File: config.mk
export PLATFORM = sky130hd
export DESIGN_NAME = sd_cmd
export DESIGN_NICKNAME = d
export VERILOG_FILES = /design/src/rtl/sd_cmd.sv
export SDC_FILE = /design/constraint.sdc
export NUM_CORES = 1
export LEC_CHECK = 0
export CAP_MARGIN = 20
export CORE_MARGIN = 1.5
export CORE_UTILIZATION = 54
export DETAILED_ROUTE_END_ITERATION = 12
export PLACE_DENSITY = 0.88
export SLEW_MARGIN = 20
export SYNTH_ARGS = -nofsm -noshare
export SYNTH_HDL_FRONTEND = slang
export SYNTH_SLANG_ARGS = --single-unit
File: constraint.sdc
create_clock -name iclk -period 7.8 [get_ports iclk]
set_input_delay 1.17 -clock iclk [delete_from_list [all_inputs] [get_ports iclk]]
set_output_delay 1.17 -clock iclk [all_outputs]
set_load 0.01 [all_outputs]
File: src/rtl/sd_cmd.sv
// sd_cmd: SD CMD-line engine in the card clock domain.
// Sends a CRC7-protected command frame, then captures and checks the response.
module sd_cmd #(
    parameter int NCR_MAX = 64,
    parameter int NRC_GAP = 8
) (
    input  logic        iclk,
    input  logic        irst_n,
    input  logic        istart,
    input  logic [5:0]  iindex,
    input  logic [31:0] iarg,
    input  logic        icmd,
    output logic        ocmd,
    output logic        ocmd_oe,
    output logic        odone,
    output logic [75:0] oresp,
    output logic        otimeout,
    output logic        ocrc_err,
    output logic        obusy
);
    localparam int TW = $clog2(NCR_MAX + 1);

    typedef enum logic [2:0] {
        S_IDLE, S_SEND, S_WAIT, S_RECV, S_GAP, S_DONE
    } state_t;

    typedef enum logic [1:0] {
        RT_NONE, RT_R48, RT_R2, RT_R3
    } rtype_t;

    state_t          r_state;
    rtype_t          r_rtype;
    logic [7:0]      r_bitcnt;
    logic [TW-1:0]   r_tocnt;
    logic [46:0]     r_txsh;
    logic [82:0]     r_rx;
    logic [6:0]      r_crc;

    logic [47:0]     w_frame;
    logic [83:0]     w_rx;
    logic [7:0]      w_idx;
    logic            w_crc_on;
    logic            w_err;

    function automatic logic [6:0] crc7_step(
        input logic [6:0] c,
        input logic       b
    );
        logic fb;
        fb = b ^ c[6];
        return {c[5:0], 1'b0} ^ (fb ? 7'h09 : 7'h00);
    endfunction

    function automatic logic [47:0] cmd_frame(
        input logic [5:0]  idx,
        input logic [31:0] arg
    );
        logic [39:0] h;
        logic [6:0]  c;
        h = {2'b01, idx, arg};
        c = '0;
        for (int i = 39; i >= 0; i--) begin
            c = crc7_step(c, h[i]);
        end
        return {h, c, 1'b1};
    endfunction

    function automatic rtype_t decode(input logic [5:0] idx);
        case (idx)
            6'd0, 6'd15: decode = RT_NONE;
            6'd2, 6'd9:  decode = RT_R2;
            6'd41:       decode = RT_R3;
            default:     decode = RT_R48;
        endcase
    endfunction

    // Received bits are indexed by their frame position; the start bit
    // is consumed in WAIT, so the newest bit in RECV is frame bit r_bitcnt-1.
    assign w_frame  = cmd_frame(iindex, iarg);
    assign w_rx     = {r_rx, icmd};
    assign w_idx    = r_bitcnt - 8'd1;
    assign w_crc_on = (w_idx >= 8'd8) &&
                      ((r_rtype != RT_R2) || (w_idx <= 8'd127));
    assign w_err    = ~w_rx[0] |
                      ((r_rtype != RT_R3) && (r_crc != w_rx[7:1])) |
                      ((r_rtype != RT_R2) && w_rx[46]);

    // Transaction FSM with all outputs registered.
    always_ff @(posedge iclk or negedge irst_n) begin
        if (!irst_n) begin
            r_state  <= S_IDLE;
            r_rtype  <= RT_NONE;
            r_bitcnt <= '0;
            r_tocnt  <= '0;
            r_txsh   <= '0;
            r_rx     <= '0;
            r_crc    <= '0;
            ocmd     <= 1'b1;
            ocmd_oe  <= 1'b0;
            odone    <= 1'b0;
            oresp    <= '0;
            otimeout <= 1'b0;
            ocrc_err <= 1'b0;
            obusy    <= 1'b0;
        end else begin
            odone <= 1'b0;
            case (r_state)
                S_IDLE: begin
                    if (istart) begin
                        r_rtype  <= decode(iindex);
                        ocmd     <= w_frame[47];
                        ocmd_oe  <= 1'b1;
                        r_txsh   <= w_frame[46:0];
                        r_bitcnt <= '0;
                        otimeout <= 1'b0;
                        ocrc_err <= 1'b0;
                        obusy    <= 1'b1;
                        r_state  <= S_SEND;
                    end
                end
                S_SEND: begin
                    if (r_bitcnt == 8'd47) begin
                        ocmd     <= 1'b1;
                        ocmd_oe  <= 1'b0;
                        r_bitcnt <= '0;
                        r_tocnt  <= '0;
                        r_state  <= (r_rtype == RT_NONE) ? S_GAP : S_WAIT;
                    end else begin
                        ocmd     <= r_txsh[46];
                        r_txsh   <= {r_txsh[45:0], 1'b1};
                        r_bitcnt <= r_bitcnt + 8'd1;
                    end
                end
                S_WAIT: begin
                    if (!icmd) begin
                        r_crc    <= '0;
                        r_bitcnt <= (r_rtype == RT_R2) ? 8'd135 : 8'd47;
                        r_state  <= S_RECV;
                    end else if (r_tocnt == TW'(NCR_MAX - 1)) begin
                        otimeout <= 1'b1;
                        oresp    <= '0;
                        r_bitcnt <= '0;
                        r_state  <= S_GAP;
                    end else begin
                        r_tocnt <= r_tocnt + TW'(1);
                    end
                end
                S_RECV: begin
                    r_rx <= w_rx[82:0];
                    if (w_crc_on) begin
                        r_crc <= crc7_step(r_crc, icmd);
                    end
                    if (r_bitcnt == 8'd1) begin
                        oresp    <= (r_rtype == RT_R2) ? w_rx[83:8]
                                                       : {44'd0, w_rx[39:8]};
                        ocrc_err <= w_err;
                        r_bitcnt <= '0;
                        r_state  <= S_GAP;
                    end else begin
                        r_bitcnt <= r_bitcnt - 8'd1;
                    end
                end
                S_GAP: begin
                    if (r_bitcnt == 8'(NRC_GAP - 1)) begin
                        odone   <= 1'b1;
                        obusy   <= 1'b0;
                        r_state <= S_DONE;
                    end else begin
                        r_bitcnt <= r_bitcnt + 8'd1;
                    end
                end
                S_DONE: begin
                    r_state <= S_IDLE;
                end
                default: begin
                    r_state <= S_IDLE;
                end
            endcase
        end
    end
endmodule

==> results.py <==
metrics = {
    "sta": {
        "setup-violations-final": 0,
        "slew_headroom_pct": 32.0,
        "finalClockSkew_ns": 0.0177,
        "final.setup.tns_ns": 0,
        "rsz0062_at_grt": "false",
        "fin_crit_sh_pct": 45.3,
        "worst_pin_slew_ns": 1.02,
        "hold_viol": 0,
        "fmax_mhz": 283,
        "fin_crit_ns": 3.53,
        "hold_ws_ns": 0.475,
        "report.final.slew_viol_count": 0,
    },
    "placed_design": {
        "hpwl_um": 15200,
        "routabilityCongestion": 0.867,
        "port_buffers": 123,
    },
    "grt": {
        "antenna_found_initial": 0,
        "grt_pass1_wl_um": 39700,
        "grt_overflow": 0,
        "grt_max_degree": 114,
        "track_usage_pct": 22.4,
        "grt_pass1_vias": 8195,
    },
    "synthesis": {
        "ys_top_cells_by_area": "dfrtp_1, nand2_1, o21ai_0, xnor2_1, nor2_1",
        "synth.net_count": 1239,
        "yosysMostFrequentCell": "nand2_1",
        "synth_edf_count": 0,
        "yosysTopAreaCell": "dfrtp_1",
        "synthTopCellsByCount": "nand2_1, dfrtp_1, o21ai_0",
        "ys.warnings.count": 0,
        "syn_avg_cell_area_um2": 9.18,
        "postSynthCellCount": 1192,
        "yosysUniqueCellTypes": 57,
        "netlist.area_leader.share_pct": 54.4,
        "seq_area_frac_synth_pct": 54.7,
        "synthesis.area_um2": 10900,
        "async_flop_share_pct": 100,
        "ys_seq_elements": 239,
        "ys.flop_type": "dfrtp_1",
    },
    "setup_path": {
        "max_stage_delay_ns": 0.64,
        "crit_type": "input pin to register",
        "worstReg2RegStart": "r_state[2]",
        "crit_fanout": 5,
        "crit_required_ns": 8.20,
        "crit_slowest_cell": "clkdlybuf4s50_1",
        "worst_setup_path_start_kind": "input pin",
        "path_cells": "clkdlybuf4s50_1, xnor3_1, xnor3_2, xnor2_1, xnor3_1, xnor2_1, a221oi_1",
        "arrival_ns": 3.93,
        "reg2reg_to": "oresp[23]",
        "reg2reg_depth": 5,
        "r2r_slack_ns": 4.29,
        "crit_path_end": "r_txsh[6]",
        "end_kind": "register",
        "cp-startpoint": "iindex[1]",
    },
    "hold_path": {
        "hp-class": "register to register",
    },
    "clocking": {
        "path_clk_slew_ns": 0.06,
        "post_cts_buffers": 0,
        "htree_levels": 1,
        "cts_tree": "yes",
        "cts_sinks": 239,
        "clk-insertion-delay-late_ns": 0.52,
        "cts_inserted_buffers": 24,
        "cts_resized": 0,
        "clk_path_buf_depth": 3,
        "cts-root-buf": "clkbuf_16",
        "cts_hold_buf": 0,
    },
    "cells_and_area": {
        "drive_gt1_share_pct": 5.81,
        "nFillCells": 1489,
        "n_antenna_cell": 0,
        "fin_nets": 1323,
        "area_growth_pct": 20.1,
    },
    "route": {
        "vias": 8481,
        "routedWlPerCell_um": 15.2,
        "drtPass1Iterations": 5,
        "drt_first_iter_violations": 539,
        "post_drt_via_cell_ratio": 5.45,
        "drt-total-wl_um": 23600,
        "ant_nets": 0,
        "drc": 0,
    },
    "run": {
        "drv_cap": 0,
    },
    "power": {
        "leakagePower_nw": 6.13,
        "irDropWorstVdd_mv": 0.243,
        "p_per_area_nw_per_um2": 321,
    },
    "floorplan": {
        "dieWidth_um": 145,
        "io_pins": 124,
        "rows": 51,
        "die-area_um2": 21100,
        "core-area_um2": 19700,
        "floorplan.initialDensity_pct": 55.7,
        "chipHeight_um": 145,
    },
    "run_status": {
        "run_status": "finished, final reports clean",
    },
}
[area by class of cell]
class | instances | area, um2 | share of cell area [%]
clock inverter | 8 | 151 | 1.15
tap | 265 | 332 | 2.52
timing repair buffer | 132 | 1300 | 9.92
clock buffer | 32 | 671 | 5.10
multi-input combinational | 870 | 4670 | 35.5
sequential | 239 | 5980 | 45.5
inverter | 9 | 33.8 | 0.257
[worst min path at each step]
| stage | endpoint | depth (start not counted) | startpoint | slack [ns] |
|---|---|---|---|---|
| after global placement | r_txsh[0] | 1 | r_txsh[0] | 0.45 |
| after floorplan | r_txsh[0] | 1 | r_txsh[0] | 0.44 |
| after detailed placement | r_rx[13] | 2 | r_rx[13] | 0.46 |
| after global routing | r_rx[25] | 2 | r_rx[25] | 0.49 |
| final | r_rx[34] | 2 | r_rx[34] | 0.47 |
| after CTS | r_rx[21] | 2 | r_rx[21] | 0.48 |
[sequential cells by signal, indices dropped and copies added, names as in the netlist, 2 cells and up]
signal	cells
oresp	76
r_bitcnt	8
r_rx	83
r_state	3
r_crc	7
r_rtype	2
r_tocnt	7
r_txsh	47
[layout by cell type, fill, tap and decap left out, drive strengths merged, types with 4 or more instances in the layout]
cell type      netlist  routed
mux2                 5       5
xor2                 9       9
and3                 4       4
nor3                 6       6
ha                   5       5
nand2              475     475
nand3                5       5
clkinv               0       4
xor3                 6       6
xnor3               16      16
o22ai                4       4
mux2i                5       5
nand4                4       4
clkdlybuf4s50        0     122
bufinv               0       4
buf                  9      10
dfrtp              238     238
clkbuf              65      32
xnor2               43      43
o21ai               98      98
a221oi               6       6
a21oi               15      15
nor2                79      79
a31oi               43      43
inv                  9       9
[through the flow]
step / power (mW) / instances / cell area, um2 / worst slack, ns / utilization [%]
after global routing: 4.46 / 1555 / 13100 / 4.03 / 66.9
after global placement: 2.98 / 1515 / 12300 / 3.83 / 62.7
final: 4.21 / 1555 / 13100 / 4.27 / 66.9
after detailed placement: 3.03 / 1515 / 12300 / 3.74 / 62.7
after floorplan: 2.72 / 1192 / 10900 / 4.47 / -
after CTS: 4.23 / 1555 / 13100 / 4.26 / 66.9
[worst max-delay path, delay by kind of cell]
kind,cells,cell delay (ns)
AO/OA/AOI/OAI,1,0.31
XOR/XNOR,5,1.81
buffers and inverters,1,0.64
[cells by family after synthesis]
kind of cell	count (synthesis)	share of synthesized area, %
simple gates	595	21.5
xor+xnor	74	9.39
fa+ha+maj	5	0.572
mux	10	0.972
buf+inv	83	2.96
compound gates	186	9.96
flops	239	54.7
[report_power, final]
group	internal, mW	leakage [nW]	switching, mW
registers	1.44	3.16	0.158
logic	0.613	2.56	0.810
clock network	0.733	0.404	0.464
total	2.78	6.13	1.43
[per-layer routing]
metal / vias up / GRT usage, % / share of wire (%)
met1: 4098 / 30.8 / 43
met5: - / 0 / 0
met2: 252 / 37.0 / 49
li1: 4072 / - / -
met4: 0 / 7.70 / 2.9
met3: 59 / 3.10 / 5.4
No activity file was read; power rests on OpenSTA's default activity.
